File: config.mk
export PLATFORM = sky130hd
export DESIGN_NAME = scpu_cmd_sched
export DESIGN_NICKNAME = d
export VERILOG_FILES = /design/src/rtl/scpu_cmd_sched.sv
export SDC_FILE = /design/constraint.sdc
export NUM_CORES = 1
export LEC_CHECK = 0
export CAP_MARGIN = 30
export CORE_MARGIN = 1.5
export CORE_UTILIZATION = 52
export CTS_CLUSTER_DIAMETER = 150
export DETAILED_ROUTE_END_ITERATION = 6
export PLACE_DENSITY = 0.81
export SLEW_MARGIN = 20
export SYNTH_ARGS = -nofsm -noshare
export SYNTH_HDL_FRONTEND = slang
export SYNTH_SLANG_ARGS = --single-unit
File: constraint.sdc
create_clock -name clk_sys -period 2.6 [get_ports clk_sys]
set_input_delay 0.26 -clock clk_sys [delete_from_list [all_inputs] [get_ports clk_sys]]
set_output_delay 0.26 -clock clk_sys [all_outputs]
set_load 0.03 [all_outputs]
File: src/rtl/scpu_cmd_sched.sv
`default_nettype none
// ============================================================================
// Module      : scpu_cmd_sched
// Description : Sound-command FIFO plus interrupt scheduler for the Z80 sound
//               CPU. Optional periodic timer IRQ is enabled by the
//               SCPU_TIMER_IRQ_EN macro.
// Revision    : 1.0 - initial release
// ============================================================================
module scpu_cmd_sched #(
    parameter logic [7:0]  CMD_PORT  = 8'h00,
    parameter logic [7:0]  STAT_PORT = 8'h01,
    parameter logic [15:0] TICK_DIV  = 16'd40000
) (
    input  logic        clk_sys,
    input  logic        reset_n,
    input  logic        cmd_wr,
    input  logic [7:0]  cmd_din,
    output logic        cmd_full,
    input  logic [15:0] scpu_ab,
    input  logic        scpu_io,
    input  logic        scpu_rd,
    input  logic        scpu_m1,
    output logic [7:0]  io_dout,
    output logic        io_sel,
    output logic        scpu_int
);

    typedef enum logic [1:0] {
        ST_IDLE   = 2'd0,
        ST_ASSERT = 2'd1,
        ST_HOLD   = 2'd2
    } state_t;

    logic [7:0] r_mem [4];
    logic [1:0] r_wptr;
    logic [1:0] r_rptr;
    logic [2:0] r_count;
    logic       r_ovf;
    logic       r_cmd_pend;
    logic       r_last_cmd;
    logic       r_rd_act;
    logic [7:0] r_rd_port;
    logic       r_src;
    logic       r_hold_low;
    state_t     r_state;

    logic       w_rd_act;
    logic       w_rd_fall;
    logic       w_empty;
    logic       w_full;
    logic       w_push;
    logic       w_pop;
    logic       w_ovf_clr;
    logic       w_ack;
    logic       w_tmr_pend;
    logic       w_last_tmr;
    logic       w_take_cmd;
    logic       w_take_tmr;
    logic       w_latch;
    logic       w_src_nxt;
    logic       w_hold_low_nxt;
    state_t     w_state_nxt;
    logic       w_unused_bits;

    assign w_rd_act  = scpu_io & scpu_rd & ~scpu_m1;
    assign w_rd_fall = r_rd_act & ~w_rd_act;
    assign w_ack     = scpu_io & scpu_m1;
    assign w_empty   = (r_count == 3'd0);
    assign w_full    = (r_count == 3'd4);
    assign w_push    = cmd_wr & ~w_full;
    // Side effects act on the port captured at the rise, so the head stays
    // stable for the CPU's whole read latch window.
    assign w_pop     = w_rd_fall & (r_rd_port == CMD_PORT) & ~w_empty;
    assign w_ovf_clr = w_rd_fall & (r_rd_port == STAT_PORT);
    assign cmd_full  = w_full;
    assign io_sel    = w_rd_act & ((scpu_ab[7:0] == CMD_PORT) | (scpu_ab[7:0] == STAT_PORT));
    assign w_unused_bits = ^scpu_ab[15:8];

    always_comb begin
        io_dout = 8'hFF;
        if (scpu_ab[7:0] == CMD_PORT) begin
            if (!w_empty) begin
                io_dout = r_mem[r_rptr];
            end
        end else if (scpu_ab[7:0] == STAT_PORT) begin
            io_dout = {r_ovf, w_last_tmr, r_last_cmd, r_count, w_full, w_empty};
        end
    end

    always_ff @(posedge clk_sys) begin
        if (w_push) begin
            r_mem[r_wptr] <= cmd_din;
        end
    end

    always_ff @(posedge clk_sys or negedge reset_n) begin
        if (!reset_n) begin
            r_wptr     <= 2'd0;
            r_rptr     <= 2'd0;
            r_count    <= 3'd0;
            r_ovf      <= 1'b0;
            r_cmd_pend <= 1'b0;
            r_last_cmd <= 1'b0;
            r_rd_act   <= 1'b0;
            r_rd_port  <= 8'h00;
            r_src      <= 1'b0;
            r_hold_low <= 1'b0;
            r_state    <= ST_IDLE;
        end else begin
            r_rd_act <= w_rd_act;
            if (w_rd_act && !r_rd_act) begin
                r_rd_port <= scpu_ab[7:0];
            end
            if (w_push) begin
                r_wptr <= r_wptr + 2'd1;
            end
            if (w_pop) begin
                r_rptr <= r_rptr + 2'd1;
            end
            case ({w_push, w_pop})
                2'b10:   r_count <= r_count + 3'd1;
                2'b01:   r_count <= r_count - 3'd1;
                default: r_count <= r_count;
            endcase
            if (cmd_wr && w_full) begin
                r_ovf <= 1'b1;
            end else if (w_ovf_clr) begin
                r_ovf <= 1'b0;
            end
            // A new event in the same cycle as the grant stays pending.
            if (w_push) begin
                r_cmd_pend <= 1'b1;
            end else if (w_take_cmd) begin
                r_cmd_pend <= 1'b0;
            end
            if (w_latch) begin
                r_last_cmd <= ~r_src;
            end
            r_state    <= w_state_nxt;
            r_src      <= w_src_nxt;
            r_hold_low <= w_hold_low_nxt;
        end
    end

    // HOLD needs two consecutive ack-free cycles, giving a clean low gap
    // before the next rising edge on scpu_int.
    always_comb begin
        w_state_nxt    = r_state;
        w_src_nxt      = r_src;
        w_hold_low_nxt = r_hold_low;
        w_take_cmd     = 1'b0;
        w_take_tmr     = 1'b0;
        w_latch        = 1'b0;
        scpu_int       = 1'b0;
        case (r_state)
            ST_IDLE: begin
                if (r_cmd_pend) begin
                    w_take_cmd  = 1'b1;
                    w_src_nxt   = 1'b0;
                    w_state_nxt = ST_ASSERT;
                end else if (w_tmr_pend) begin
                    w_take_tmr  = 1'b1;
                    w_src_nxt   = 1'b1;
                    w_state_nxt = ST_ASSERT;
                end
            end
            ST_ASSERT: begin
                scpu_int = 1'b1;
                if (w_ack) begin
                    w_latch        = 1'b1;
                    w_hold_low_nxt = 1'b0;
                    w_state_nxt    = ST_HOLD;
                end
            end
            ST_HOLD: begin
                if (w_ack) begin
                    w_hold_low_nxt = 1'b0;
                end else if (r_hold_low) begin
                    w_state_nxt = ST_IDLE;
                end else begin
                    w_hold_low_nxt = 1'b1;
                end
            end
            default: w_state_nxt = ST_IDLE;
        endcase
    end

`ifdef SCPU_TIMER_IRQ_EN
    localparam logic [15:0] c_TICK_RELOAD = TICK_DIV - 16'd1;

    logic [15:0] r_tmr_cnt;
    logic        r_tmr_pend;
    logic        r_last_tmr;

    always_ff @(posedge clk_sys or negedge reset_n) begin
        if (!reset_n) begin
            r_tmr_cnt  <= c_TICK_RELOAD;
            r_tmr_pend <= 1'b0;
            r_last_tmr <= 1'b0;
        end else begin
            if (r_tmr_cnt == 16'd0) begin
                r_tmr_cnt  <= c_TICK_RELOAD;
                r_tmr_pend <= 1'b1;
            end else begin
                r_tmr_cnt <= r_tmr_cnt - 16'd1;
                if (w_take_tmr) begin
                    r_tmr_pend <= 1'b0;
                end
            end
            if (w_latch) begin
                r_last_tmr <= r_src;
            end
        end
    end

    assign w_tmr_pend = r_tmr_pend;
    assign w_last_tmr = r_last_tmr;
`else
    logic w_unused_tick;

    assign w_tmr_pend    = 1'b0;
    assign w_last_tmr    = 1'b0;
    assign w_unused_tick = ^{TICK_DIV, w_take_tmr};
`endif

endmodule
`default_nettype wire

# Word level (Yosys, flattened, before mapping)
# Memories as Yosys holds them, arrays and structs flattened.
# Cells that the tools add are included.
[word_totals]
reg_bits = 22
ramBits = 32
inputBits = 30
wordCells = 76
mem_count = 1
[op_classes]
add_sub_neg = 4
eq_ne = 11
mux = 23
bitwise = 14
reduce_logical = 13
[mem_list]
columns = ["memory", "depth", "word_bits", "rd", "rd_ports_with_merged_regs", "wr", "line_no", "text"]
rows = [
  ["r_mem", 4, 8, 1, 0, 1, "34", "logic [7:0] r_mem [4];"],
]
[ops]
columns = ["op", "n"]
rows = [
  ["two-way mux 8 bit", 3],
  ["== test 8 x 1 -> 1 bit (second input constant)", 2],
  ["logical NOT 8 bit", 2],
  ["two-way mux 1 bit", 13],
  ["bitwise AND 1 bit", 9],
  ["two-way mux 2 bit", 4],
  ["inequality test 2 bit (second input constant)", 4],
  ["nonzero test 2 bit", 4],
  ["case mux 2 bit (3 select lines)", 1],
  ["case mux 3 bit (2 select lines)", 1],
  ["adder 2 x 1 -> 2 bit (second input constant)", 2],
  ["== test 2 x 1 -> 1 bit (second input constant)", 2],
  ["== test 2 bit (second input constant)", 2],
  ["inverter 1 bit", 4],
  ["AND reduction 4 bit", 1],
  ["adder 3 x 1 -> 3 bit (second input constant)", 1],
  ["== test 3 bit (second input constant)", 1],
  ["logical NOT 3 bit", 1],
  ["subtractor 3 x 1 -> 3 bit (second input constant)", 1],
  ["logical AND 1 bit", 2],
  ["logical NOT 2 bit", 1],
  ["case mux 1 bit (2 select lines)", 1],
  ["AND reduction 2 bit", 1],
  ["logical NOT 1 bit", 1],
  ["bitwise OR 1 bit", 1],
]

# Depth between registers and ports, before layout
[depth]
word_depth = 8
ltp_mapped = 10

# Worst setup path after synthesis
# No wires, ideal clock.
[synth_timing]
path_kind = "register to register"
from = "reg r_count[0]"
to = "reg r_count[2]"
setup_time_ns = 0.079
arrival_ns = 2.101
t_required_ns = 2.521
setup_slack_ns = 0.420
stages_incl_launch_ff = 11
period_less_slack_ns = 2.180
cell_sequence = "dfrtp_1 inv_1 and3_1 nor2b_1 inv_1 ha_1 inv_1 fa_1 xor2_1 nor2_1 xor2_1"
[synth_via]
elab_chain_cells = 5
elab_cells_between_ends = 12
[synth_rtl]
columns = ["item", "line_no", "text"]
rows = [
  ["start: declaration", "37", "logic [2:0] r_count;"],
  ["start signal: assignment", "121", "2'b10: r_count <= r_count + 3'd1;"],
  ["start signal: assignment", "122", "2'b01: r_count <= r_count - 3'd1;"],
  ["start signal: assignment", "123", "default: r_count <= r_count;"],
  ["== test 3 bit (*)", "69", "assign w_full = (r_count == 3'd4);"],
  ["via cmd_full", "18", "output logic cmd_full,"],
  ["inverter 1 bit (*)", "70", "assign w_push = cmd_wr & ~w_full;"],
  ["bitwise AND 1 bit (*)", "70", ""],
  ["== test 2 x 1 -> 1 bit or == test 2 bit (tied branches)", "120", "case ({w_push, w_pop})"],
  ["case mux 3 bit (2 select lines) or nonzero test 2 bit (tied branches)", "-", ""],
]
# The timed path passes the listed nets; every way through them passes the cells marked *.
# A chain may end at the register's enable or synchronous reset.

# Worst setup path in the final report
[layout_timing]
from = "in scpu_ab[6]"
to = "out io_dout[3]"
[layout_via]
elab_chain_cells = 3
elab_cells_between_ends = 4
[layout_rtl]
columns = ["item", "line_no", "text"]
rows = [
  ["start: declaration", "19", "input logic [15:0] scpu_ab,"],
  ["== test 8 x 1 -> 1 bit", "85", "end else if (scpu_ab[7:0] == STAT_PORT) begin"],
  ["two-way mux 8 bit", "85", ""],
  ["two-way mux 8 bit (*)", "81", "if (scpu_ab[7:0] == CMD_PORT) begin"],
  ["end: declaration", "23", "output logic [7:0] io_dout,"],
]
# Every way passes the cells marked *; elsewhere a longest branch is shown, timed or not.

==> out/qor.yml <==
avgSynthCellArea_sq_um: 15.4
crit_required_ns: 2.34
io_pins: 41
synth.area.top_cells: "edfxtp_1 (42%), dfrtp_1 (24%), mux4_2 (7.9%)"
clockRootBuffer: "clkbuf_8"
cpMostUsedCell: "clkdlybuf4s50_1"
crit_family: "buffers and inverters"
ant_nets: 0
wl_per_cell_um: 17.4
overflow: 0
status: "finished clean"
final_area_sq_mm: 0.00281
wl_um: 4220
first_pass_iters: 4
critPathMaxFanout: 5
synth-xor-area-share: 0.0268
dp_hpwl_um: 3100
clk_latency_ns: 0.31
setup_viol: 0
synth_nets: 184
ys_seq_area_frac: 0.662
path_buf_inv: 3
die_area_sq_mm: 0.00480
track_usage: 0.191
start_util: 0.555
cap_viol_max_count: 0
wl_met1_um: 1730
grt_pass1_wl_um: 6920
cts_tree: "done"
synthAdderAreaFrac: 0.0361
worstMarginPinSlew_ns: 0.497
yosysMostFrequentCell: "edfxtp_1"
tns_ns: 0
final_net_count: 227
hold_violations: 0
grt_pass1_vias: 1452
core_sq_mm: 0.00412
highest_layer: "met4"
htree_levels: 2
numCtsBuffers: 5
drive_above_1_share: 0.198
finalHoldWorstSlack_ns: 0.451
rows: 23
ys_warn_count: 0
peakVddDrop_mv: 0.409
cts_setup_buffers: 0
fin_util: 0.682
clk_path_buf_depth: 2
worstReg2RegStart: "r_rd_port[3]"
critPathMaxStageDelay_ns: 0.60
synth_ff_type: "edfxtp_1"
hp-class: "in -> async"
drc: 0
fp.dieH_um: 69.3
period_minus_slack_ns: 2.51
finalMaxSlewViolations: 0
syn-cell-area_sq_mm: 0.00228
clock-sinks: 54
path_depth: 6
port_buffers: 32
skew_ns: 0.00582
dp.cells: 233
diodes: 0
first_iter_violations: 62
cp.arrival_ns: 2.25
post-place-ws_ns: 0.0503
synth_compound_area_frac: 0.0383
critPathLaunchType: "input pin"
synth_simple_gate_area_frac: 0.0909
worst_slack_ns: 0.0853
slowest_stage: "clkdlybuf4s50_1"
critPathCaptureType: "output port"
synthTopCellsByCount: "edfxtp_1 (32), dfrtp_1 (22), nand2_1 (13)"
synth_cells: 148
rrSetupSlack_ns: 0.25
path_cells: "clkdlybuf4s50_1 -> or4_4 -> nor4_4 -> buf_4 -> nand2_1 -> clkdlybuf4s50_1"
synthMuxAreaShare: 0.123
synth_top_family_by_area: "multiplexers"
worstSetupPathType: "in -> out"
stdcell_count: 242
finalCritPeriodShare: 0.967
synth-edff-count: 32
num_vias: 1345
yosys.area.top_type: "edfxtp_1"
wl_met2_um: 2210
wl_met3_um: 181
total_leakage_power_nw: 1.05
ys_ff_latch: 54
reg2reg_depth: 9
grt_max_degree: 23
clk_pin_slew_ns: 0.09
synth.distinct_cells: 31
vias_per_cell: 5.56
slew-limit-headroom: 0.668
antenna_found_initial: 0
placed_area_sq_mm: 0.00270
fmax_ghz: 0.398
die_w_um: 69.3
nFillCells: 279
area_delta_synth_final_pct: 22.8
timing.rr.end: "r_count[2]"
power_density_mw_per_mm2: 818
synth-async-reset-ratio: 0.407
total_power_mw: 2.30
synth.top_cell.area_share: 0.421
routabilityCongestion: 0.771
[cell type report]
class,count,area (sq um),area share
clock inverter,3,16.3,0.00580
multi-input combinational,80,729,0.260
sequential,54,1510,0.539
timing repair buffer,39,375,0.134
clock buffer,5,68.8,0.0245
tap,50,62.6,0.0223
inverter,11,41.3,0.0147
[worst reg2reg max path: stages (launching register included)]
cell     delay [ns]
dfrtp_1        0.39
nor4_1         0.34
nand3_1        0.21
nor3_2         0.26
ha_1           0.23
inv_1          0.06
fa_1           0.37
xor2_1         0.15
nor2_1         0.12
xor2_1         0.15
[power by group]
part | internal, mW | switching [mW] | total, mW
sequential | 1.13 | 0.123 | 1.25
clock | 0.184 | 0.264 | 0.448
combinational | 0.279 | 0.316 | 0.595
[sequential cells by signal, indices dropped and copies added (netlist names), 2 cells and up]
register and flops:
r_mem 32, r_rd_port 8, r_count 3, r_rptr 2, r_state 2, r_wptr 2
[metal layers]
| metal | up-vias | global-route usage |
|---|---|---|
| li1 | 632 | - |
| met1 | 666 | 0.226 |
| met2 | 36 | 0.325 |
| met3 | 11 | 0.0581 |
| met4 | 0 | 0.0784 |
| met5 | - | 0 |
[logic make-up after synthesis]
kind of cell,Yosys count
AO/OA/AOI/OAI,14
XOR/XNOR,7
adder cells (fa/ha/maj),6
buffers and inverters,14
flip-flops,54
multiplexers,17
AND/OR/NAND/NOR,36
[how the worst max path moves through the flow]
stage                      start         end
floorplan             r_count[0]  r_count[2]
global placement      scpu_ab[6]  io_dout[0]
detailed placement    scpu_ab[3]  io_dout[0]
CTS                   scpu_ab[3]  io_dout[0]
global route        r_rd_port[3]  r_count[2]
finish                scpu_ab[6]  io_dout[3]
[repair_timing]
| action | CTS | global route |
|---|---|---|
| setup endpoints to repair | 5 | 4 |
| resized for setup | 1 | 4 |
| hold buffers | 0 | 1 |
| endpoints found under the hold margin | 0 | 22 |
[placed cells by master (no fill, tap or decap), types with 5 or more instances in the layout]
cell / count
xor2_1: 5
clkdlybuf4s50_1: 27
o21ai_0: 5
dfrtp_1: 22
nand2_1: 13
buf_4: 7
o22ai_1: 6
ha_1: 5
inv_1: 11
mux4_2: 8
and2_1: 5
clkbuf_8: 5
edfxtp_1: 32
mux2_2: 8
Note: power is estimated with default switching activity, not from simulation.
